===== src/rtl/mul_div_unit_if.sv =====
// Handshake and result bundle between the control unit and the multiply/divide engine.
interface mul_div_unit_if #(
   parameter int WIDTH = 32
);
   logic             start;
   logic             op;
   logic [WIDTH-1:0] a_in;
   logic [WIDTH-1:0] b_in;
   logic             busy;
   logic             done;
   logic             div_by_zero;
   logic [WIDTH-1:0] z_hi;
   logic [WIDTH-1:0] z_lo;

   modport master (
      output start, op, a_in, b_in,
      input  busy, done, div_by_zero, z_hi, z_lo
   );

   modport slave (
      input  start, op, a_in, b_in,
      output busy, done, div_by_zero, z_hi, z_lo
   );
endinterface


===== src/rtl/mul_div_unit.sv =====
// Multi-cycle signed multiplier (radix-2 Booth) and divider (restoring, magnitude + sign fix).
// One iteration per RUN cycle, then a FIX cycle that registers the Z halves on entry to DONE.
module mul_div_unit #(
   parameter int WIDTH = 32
) (
   input  logic          clock,
   input  logic          clear,
   mul_div_unit_if.slave bus
);
   localparam int CNT_W = $clog2(WIDTH);

   typedef enum logic [1:0] {S_IDLE, S_RUN, S_FIX, S_DONE} state_t;

   state_t                   r_state;
   state_t                   w_next;
   logic [CNT_W-1:0]         r_cnt;
   logic                     r_dbz;
   logic [WIDTH-1:0]         r_z_hi;
   logic [WIDTH-1:0]         r_z_lo;

   logic                     r_op;
   logic                     r_a_neg;
   logic                     r_b_neg;
   logic signed [WIDTH:0]    r_acc;
   logic [WIDTH-1:0]         r_q;
   logic                     r_qm1;
   logic [WIDTH-1:0]         r_m;

   logic                     w_accept;
   logic                     w_dbz_start;
   logic                     w_last;
   logic signed [WIDTH:0]    w_mext;
   logic signed [WIDTH:0]    w_booth;
   logic [WIDTH:0]           w_rem_sh;
   logic [WIDTH:0]           w_diff;
   logic signed [WIDTH:0]    w_acc_next;
   logic [WIDTH-1:0]         w_q_next;
   logic                     w_qm1_next;
   logic [WIDTH-1:0]         w_res_hi;
   logic [WIDTH-1:0]         w_res_lo;

   function automatic logic [WIDTH-1:0] f_neg(input logic [WIDTH-1:0] v);
      return '0 - v;
   endfunction

   function automatic logic [WIDTH-1:0] f_abs(input logic [WIDTH-1:0] v);
      return v[WIDTH-1] ? f_neg(v) : v;
   endfunction

   assign w_accept    = bus.start && ((r_state == S_IDLE) || (r_state == S_DONE));
   assign w_dbz_start = w_accept && bus.op && (bus.b_in == '0);
   assign w_last      = (r_cnt == CNT_W'(WIDTH - 1));

   always_comb begin
      w_next = r_state;
      case (r_state)
         S_IDLE, S_DONE: begin
            if (w_accept) w_next = w_dbz_start ? S_DONE : S_RUN;
            else          w_next = S_IDLE;
         end
         S_RUN:   if (w_last) w_next = S_FIX;
         S_FIX:   w_next = S_DONE;
         default: w_next = S_IDLE;
      endcase
   end

   // Single iteration: Booth add/sub + arithmetic shift, or one restoring divide step.
   always_comb begin
      w_mext     = {r_m[WIDTH-1], r_m};
      w_booth    = r_acc;
      w_rem_sh   = {r_acc[WIDTH-1:0], r_q[WIDTH-1]};
      w_diff     = w_rem_sh - {1'b0, r_m};
      w_acc_next = r_acc;
      w_q_next   = r_q;
      w_qm1_next = r_qm1;
      if (!r_op) begin
         case ({r_q[0], r_qm1})
            2'b01:   w_booth = r_acc + w_mext;
            2'b10:   w_booth = r_acc - w_mext;
            default: w_booth = r_acc;
         endcase
         {w_acc_next, w_q_next, w_qm1_next} = {w_booth[WIDTH], w_booth, r_q};
      end else if (!w_diff[WIDTH]) begin
         w_acc_next = w_diff;
         w_q_next   = {r_q[WIDTH-2:0], 1'b1};
      end else begin
         w_acc_next = w_rem_sh;
         w_q_next   = {r_q[WIDTH-2:0], 1'b0};
      end
   end

   always_comb begin
      w_res_hi = r_acc[WIDTH-1:0];
      w_res_lo = r_q;
      if (r_op) begin
         w_res_lo = (r_a_neg ^ r_b_neg) ? f_neg(r_q) : r_q;
         w_res_hi = r_a_neg ? f_neg(r_acc[WIDTH-1:0]) : r_acc[WIDTH-1:0];
      end
   end

   always_ff @(posedge clock) begin
      if (clear) begin
         r_state <= S_IDLE;
         r_cnt   <= '0;
         r_dbz   <= 1'b0;
         r_z_hi  <= '0;
         r_z_lo  <= '0;
      end else begin
         r_state <= w_next;
         if (w_accept) begin
            r_cnt <= '0;
            r_dbz <= w_dbz_start;
            if (w_dbz_start) begin
               r_z_hi <= bus.a_in;
               r_z_lo <= '1;
            end
         end else if (r_state == S_RUN) begin
            r_cnt <= r_cnt + CNT_W'(1);
         end
         if (r_state == S_FIX) begin
            r_z_hi <= w_res_hi;
            r_z_lo <= w_res_lo;
         end
      end
   end

   // Working registers carry no reset; they are reloaded on every accepted start.
   always_ff @(posedge clock) begin
      if (w_accept) begin
         r_op    <= bus.op;
         r_a_neg <= bus.a_in[WIDTH-1];
         r_b_neg <= bus.b_in[WIDTH-1];
         r_acc   <= '0;
         r_qm1   <= 1'b0;
         if (bus.op) begin
            r_q <= f_abs(bus.a_in);
            r_m <= f_abs(bus.b_in);
         end else begin
            r_q <= bus.b_in;
            r_m <= bus.a_in;
         end
      end else if (r_state == S_RUN) begin
         r_acc <= w_acc_next;
         r_q   <= w_q_next;
         r_qm1 <= w_qm1_next;
      end
   end

   assign bus.busy        = (r_state == S_RUN) || (r_state == S_FIX);
   assign bus.done        = (r_state == S_DONE);
   assign bus.div_by_zero = r_dbz;
   assign bus.z_hi        = r_z_hi;
   assign bus.z_lo        = r_z_lo;
endmodule

===== src/flat_wrapper.sv =====
// flat-port wrapper written by rule: the top's interface ports become plain ports
module mul_div_unit_flat 
#(
   parameter int WIDTH = 32
)
  (clock, clear, bus_start, bus_op, bus_a_in, bus_b_in, bus_busy, bus_done, bus_div_by_zero, bus_z_hi, bus_z_lo);
  mul_div_unit_if #(.WIDTH(WIDTH)) bus_i ();
  input  logic clock;
  input  logic clear;
  input wire logic [$bits(bus_i.start)-1:0] bus_start;
  input wire logic [$bits(bus_i.op)-1:0] bus_op;
  input wire logic [$bits(bus_i.a_in)-1:0] bus_a_in;
  input wire logic [$bits(bus_i.b_in)-1:0] bus_b_in;
  output wire logic [$bits(bus_i.busy)-1:0] bus_busy;
  output wire logic [$bits(bus_i.done)-1:0] bus_done;
  output wire logic [$bits(bus_i.div_by_zero)-1:0] bus_div_by_zero;
  output wire logic [$bits(bus_i.z_hi)-1:0] bus_z_hi;
  output wire logic [$bits(bus_i.z_lo)-1:0] bus_z_lo;
  assign bus_i.start = bus_start;
  assign bus_i.op = bus_op;
  assign bus_i.a_in = bus_a_in;
  assign bus_i.b_in = bus_b_in;
  assign bus_busy = bus_i.busy;
  assign bus_done = bus_i.done;
  assign bus_div_by_zero = bus_i.div_by_zero;
  assign bus_z_hi = bus_i.z_hi;
  assign bus_z_lo = bus_i.z_lo;
  mul_div_unit #(.WIDTH(WIDTH)) u_core (.clock(clock), .clear(clear), .bus(bus_i));
endmodule

===== config.mk =====
export PLATFORM = sky130hd
export DESIGN_NAME = mul_div_unit_flat
export DESIGN_NICKNAME = d
export VERILOG_FILES = /design/src/rtl/mul_div_unit_if.sv /design/src/rtl/mul_div_unit.sv /design/src/flat_wrapper.sv
export SDC_FILE = /design/constraint.sdc
export NUM_CORES = 1
export LEC_CHECK = 0
export CORE_MARGIN = 2
export CORE_UTILIZATION = 40
export DETAILED_ROUTE_END_ITERATION = 7
export HOLD_SLACK_MARGIN = 0.02
export PLACE_DENSITY = 0.58
export SETUP_SLACK_MARGIN = 0.4
export SLEW_MARGIN = 0
export SYNTH_ARGS = -nofsm -noshare
export SYNTH_HDL_FRONTEND = slang
export SYNTH_SLANG_ARGS = --single-unit
export TNS_END_PERCENT = 5

===== constraint.sdc =====
create_clock -name clock -period 6.9 [get_ports clock]
set_input_delay 2.07 -clock clock [delete_from_list [all_inputs] [get_ports clock]]
set_output_delay 2.07 -clock clock [all_outputs]
set_load 0.1 [all_outputs]

# Yosys cells after proc, flatten, opt, wreduce, memory -nomap -nowiden
# Cells that the tools add are included.
# totals
reg_bits	173
out_inout_bits	67
# classes
add_sub_neg	8
n_eq_ne	7
n_mux	25
bitwise_logic	2
n_reduce_logical	14
# op_table
op	count
$mux 32	17
$sub 1x32->32 const A	4
$mux 33	2
$pmux 33 s2	1
$sub 33x32->33	2
$add 33x32->33	1
$logic_not 32->1	1
$eq 2x2->1 const B	3
$mux 2	3
$pmux 2 s3	1
$reduce_bool 2->1	3
$add 5x1->5 const B	1
$eq 5x5->1 const B	1
$eq 2x1->1 const B	2
$reduce_and 2->1	2
$reduce_or 2->1	2
$logic_and 1x1->1	3
$logic_not 2->1	1
$logic_or 1x1->1	2
$ne 2x1->1 const B	1
$mux 1	1
$not 1->1	1
$xor 1x1->1	1

# Longest topological paths before layout
# logic_depth
ltp_word	8
depth_mapped	20

# Least setup slack after synthesis
# No wires, ideal clock.
# synth_timing
path_kind	input -> register
start	input bus_b_in[10]
end	register u_core.r_z_hi[10], in the netlist u_core.bus.z_hi[10]
setup_time_ns	0.137
t_arrival_ns	5.154
path_slack_ns	1.608
stages	10
path_buffers	1
cell_sequence	or4_4 > or3_1 > or3_4 > or4_4 > or4_4 > nor4_4 > buf_2 > nor2b_1 > a211oi_1 > a211oi_1
# synth_between
elab_chain_cells	4
# synth_lines
item	line	text
start, declared	flat_wrapper.sv:13	input wire logic [$bits(bus_i.b_in)-1:0] bus_b_in;
$logic_not 32->1	mul_div_unit.sv:51	assign w_dbz_start = w_accept && bus.op && (bus.b_in == '0);
$logic_and 1x1->1	mul_div_unit.sv:51	
$reduce_bool 2->1 (no line)	n/a	
$reduce_and 2->1 (no line)	n/a	
end signal, assigned	mul_div_unit.sv:114	r_z_hi <= bus.a_in;
end signal, assigned	mul_div_unit.sv:121	r_z_hi <= w_res_hi;
end, declared	mul_div_unit.sv:18	logic [WIDTH-1:0] r_z_hi;
# Every way passes these cells.
# A chain may end at the register's enable or synchronous reset.

# Worst setup path in the final report
# layout_timing
start	input bus_b_in[10]
end	register u_core.r_z_hi[1], in the netlist u_core.bus.z_hi[1]
# Same word-level chain as after synthesis.

==> flow_metrics.tcl <==
set metrics [dict create \
    status "finished clean" \
    end_kind "register" \
    overflow 0 \
    synth_top_flop_cell "dfxtp_1" \
    criticalPathCategory "input pin to register" \
    routed_wl_um 49100 \
    grt_max_degree 130 \
    grt_pass1_vias 13469 \
    vias_per_cell 5.96 \
    worst_pin_slew_ns 1.30 \
    start_util_pct 40.5 \
    finalClockSkew_ns 0.0173 \
    ir_drop_v 0.000325 \
    total_power_mw 9.10 \
    grt_pass1_wl_um 76400 \
    critical_path.top_delay_family "simple AND/OR/NAND/NOR gates" \
    grt_antenna_before_repair 0 \
    cts_tree "built" \
    clk_pin_slew_ns 0.07 \
    yosys-top-cells-area "dfxtp_1 (14%), edfxtp_1 (14%), xor2_1 (6.7%)" \
    synthArstFlopShare_pct 0 \
    dp_hpwl_um 37100 \
    p_per_area_mw_per_mm2 538 \
    rsz0062_at_grt "no" \
    max_stage_delay_ns 0.57 \
    syn_inst 1875 \
    die_width_um 196 \
    synth_area_sq_mm 0.0148 \
    cap_viol_max_count 0 \
    io_pins 135 \
    synth_xor_area_share_pct 11.8 \
    synth.largest_area_cell "dfxtp_1" \
    synth.area.mux_share_pct 3.41 \
    fmax_mhz 175 \
    detail-route-antenna-nets 0 \
    port_buffers 134 \
    r2r_slack_ns 1.50 \
    whs_path_depth 2 \
    yosys-top-cells-count "nor2_1 (160), a21oi_1 (158), nand2_1 (152)" \
    area_growth_pct 14.3 \
    cp_common_cell "or4_4" \
    synth_top_family_by_area "compound AO/OA/AOI/OAI gates" \
    reg2reg_depth 16 \
    yosysMostFrequentCell "nor2_1" \
    synth_simple_gate_area_share_pct 18.5 \
    r2r_end "u_core.r_acc[16]" \
    clock_sinks 173 \
    yosysSeqAreaShare_pct 27.9 \
    critPathLaunchType "input pin" \
    drv_slew 0 \
    gp_congestion 0.904 \
    synth_compound_gate_area_share_pct 26.3 \
    path_buf_inv 2 \
    cts_resized 0 \
    hold_viol_final 0 \
    reg2reg_from "u_core.r_q[31]" \
    p_leak_nw 6.32 \
    cts_setup_buffers 0 \
    worstSkewPairLatency_ns 0.44 \
    synth-edff-count 67 \
    ys_warn_count 0 \
    synthesis.nets 2021 \
    synthAdderAreaFrac_pct 6.69 \
    cts_root_buf "clkbuf_16" \
    path_max_fanout 62 \
    core_sq_mm 0.0365 \
    clk_path_buf_depth 2 \
    period_share_pct 82.7 \
    cp_cell_sequence "clkdlybuf4s50_1 -> or4_4 -> or3_1 -> or3_4 -> or4_4 -> or4_4 -> nor4_4 -> buf_12 -> and2b_1 -> a211oi_1 -> a311oi_1" \
    cts_made_buffers 17 \
    dr.pass1.iters 5 \
    hold_buffers 0 \
    die_h_um 196 \
    cp.depth 11 \
    yosys_register_bits 173 \
    min_path_type "register to register" \
    remaining_drc_errors 0 \
    cp.required_ns 7.14 \
    grt_usage_pct 25.2 \
    tns_ns 0 \
    max-slew-margin-rel_pct 13.3 \
    diodes 0 \
    fin_nets 2071 \
    whs_ns 0.465 \
    num_rows 70 \
    syn_area_per_cell_sq_um 7.90 \
    yosys.area.top_type_share_pct 14.3 \
    drt_iter0_drc 1212 \
    vias 14333 \
    setup_viol 0 \
    critPathArrivalTime_ns 5.95 \
    hp-start "u_core.r_qm1" \
    worstHoldEndpoint "u_core.r_qm1" \
    wl_per_cell_um 20.4 \
    drive_gt1_share_pct 3.51 \
    synth_cell_types 70 \
    finalCriticalPeriod_ns 5.70 \
    crit_path_top_delay_cell "or4_4" \
    die_area_sq_mm 0.0386 \
    h-tree-depth 4 \
]
## flip-flops by register name (all words and copies together), names as in the netlist
register	cells
u_core.r_b_neg	1
u_core.r_state	2
u_core.r_q	32
u_core.r_acc	33
u_core.bus.z_hi	32
u_core.r_cnt	5
u_core.bus.div_by_zero	1
u_core.bus.z_lo	32
u_core.r_m	32
u_core.r_qm1	1
u_core.r_op	1
u_core.r_a_neg	1
## per-stage QoR
stage          setup WS, ns  cells  cell area [sq um]  util (%)
6_report               1.20   2406              16900      46.4
5_1_grt                1.04   2406              16900      46.4
4_1_cts                1.23   2406              16900      46.4
3_5_place_dp          0.774   2374              16400      44.9
3_3_place_gp          0.800   2374              16400      44.9
2_1_floorplan          1.61   1875              14800         -
## kinds of logic (layout without fill, tap and decap cells)
kind of cell    Yosys count  count (layout)
simple gates            570             570
compound gates          609             609
fa+ha+maj                78              78
flops                   173             173
buf+inv                 195             258
mux                      50              50
xor+xnor                200             200
## where the power goes
part	leakage, nW	internal [mW]	switching, mW	total [mW]
clock network	0.264	0.484	0.454	0.937
registers	1.51	1.52	0.527	2.05
logic	4.55	2.14	3.98	6.12
## layout make-up
cell class / count / area [sq um]
Clock buffer: 20 / 457
Clock inverter: 12 / 88.8
Fill cell: 3682 / 19600
Inverter: 72 / 272
Multi-Input combinational cell: 1507 / 9900
Sequential cell: 173 / 4130
Tap cell: 468 / 586
Timing Repair Buffer: 154 / 1500
## tightest hold or removal path, stage by stage, from the launching register on
cell and delay, ns:
dfxtp_1 0.31, nand2_1 0.05, a21oi_1 0.06
## layout by cell type (no fill, tap or decap), types with 16 or more instances in the layout
master             n
xnor2_1           87
clkbuf_16         17
nand2_1          152
edfxtp_1          67
mux2i_1           47
or4_1             20
clkdlybuf4s50_1  132
a31oi_1           26
a211oi_1         107
nor3_1            66
xor2_1           113
dfxtp_1          106
nor2b_1           41
ha_1              75
or3_1             19
nor2_1           160
nand2b_1          17
inv_1             68
nor4_1            22
o211ai_1          36
nand3_1           27
a21o_1            18
o21ai_0          137
a21oi_1          158
buf_4             20
o31ai_1           35
o41ai_1           16
## worst max-delay path by stage
stage / start / end / slack, ns
CTS: bus_b_in[10] / u_core.bus.z_hi[1] / 1.23
global route: bus_b_in[8] / u_core.bus.z_hi[1] / 1.04
global placement: bus_b_in[10] / u_core.bus.z_hi[16] / 0.80
finish: bus_b_in[10] / u_core.bus.z_hi[1] / 1.20
detailed placement: bus_b_in[10] / u_core.bus.z_hi[1] / 0.77
floorplan: bus_b_in[10] / u_core.bus.z_hi[10] / 1.61
## per-layer routing
layer	up-vias	wire (um)	global-route usage [%]
met1	6836	23000	35.2
met5	-	0	0
met4	0	1060	6.85
met2	430	22200	40.4
met3	56	2880	4.09
li1	7011	-	-
(Power assumes the default switching activity.)
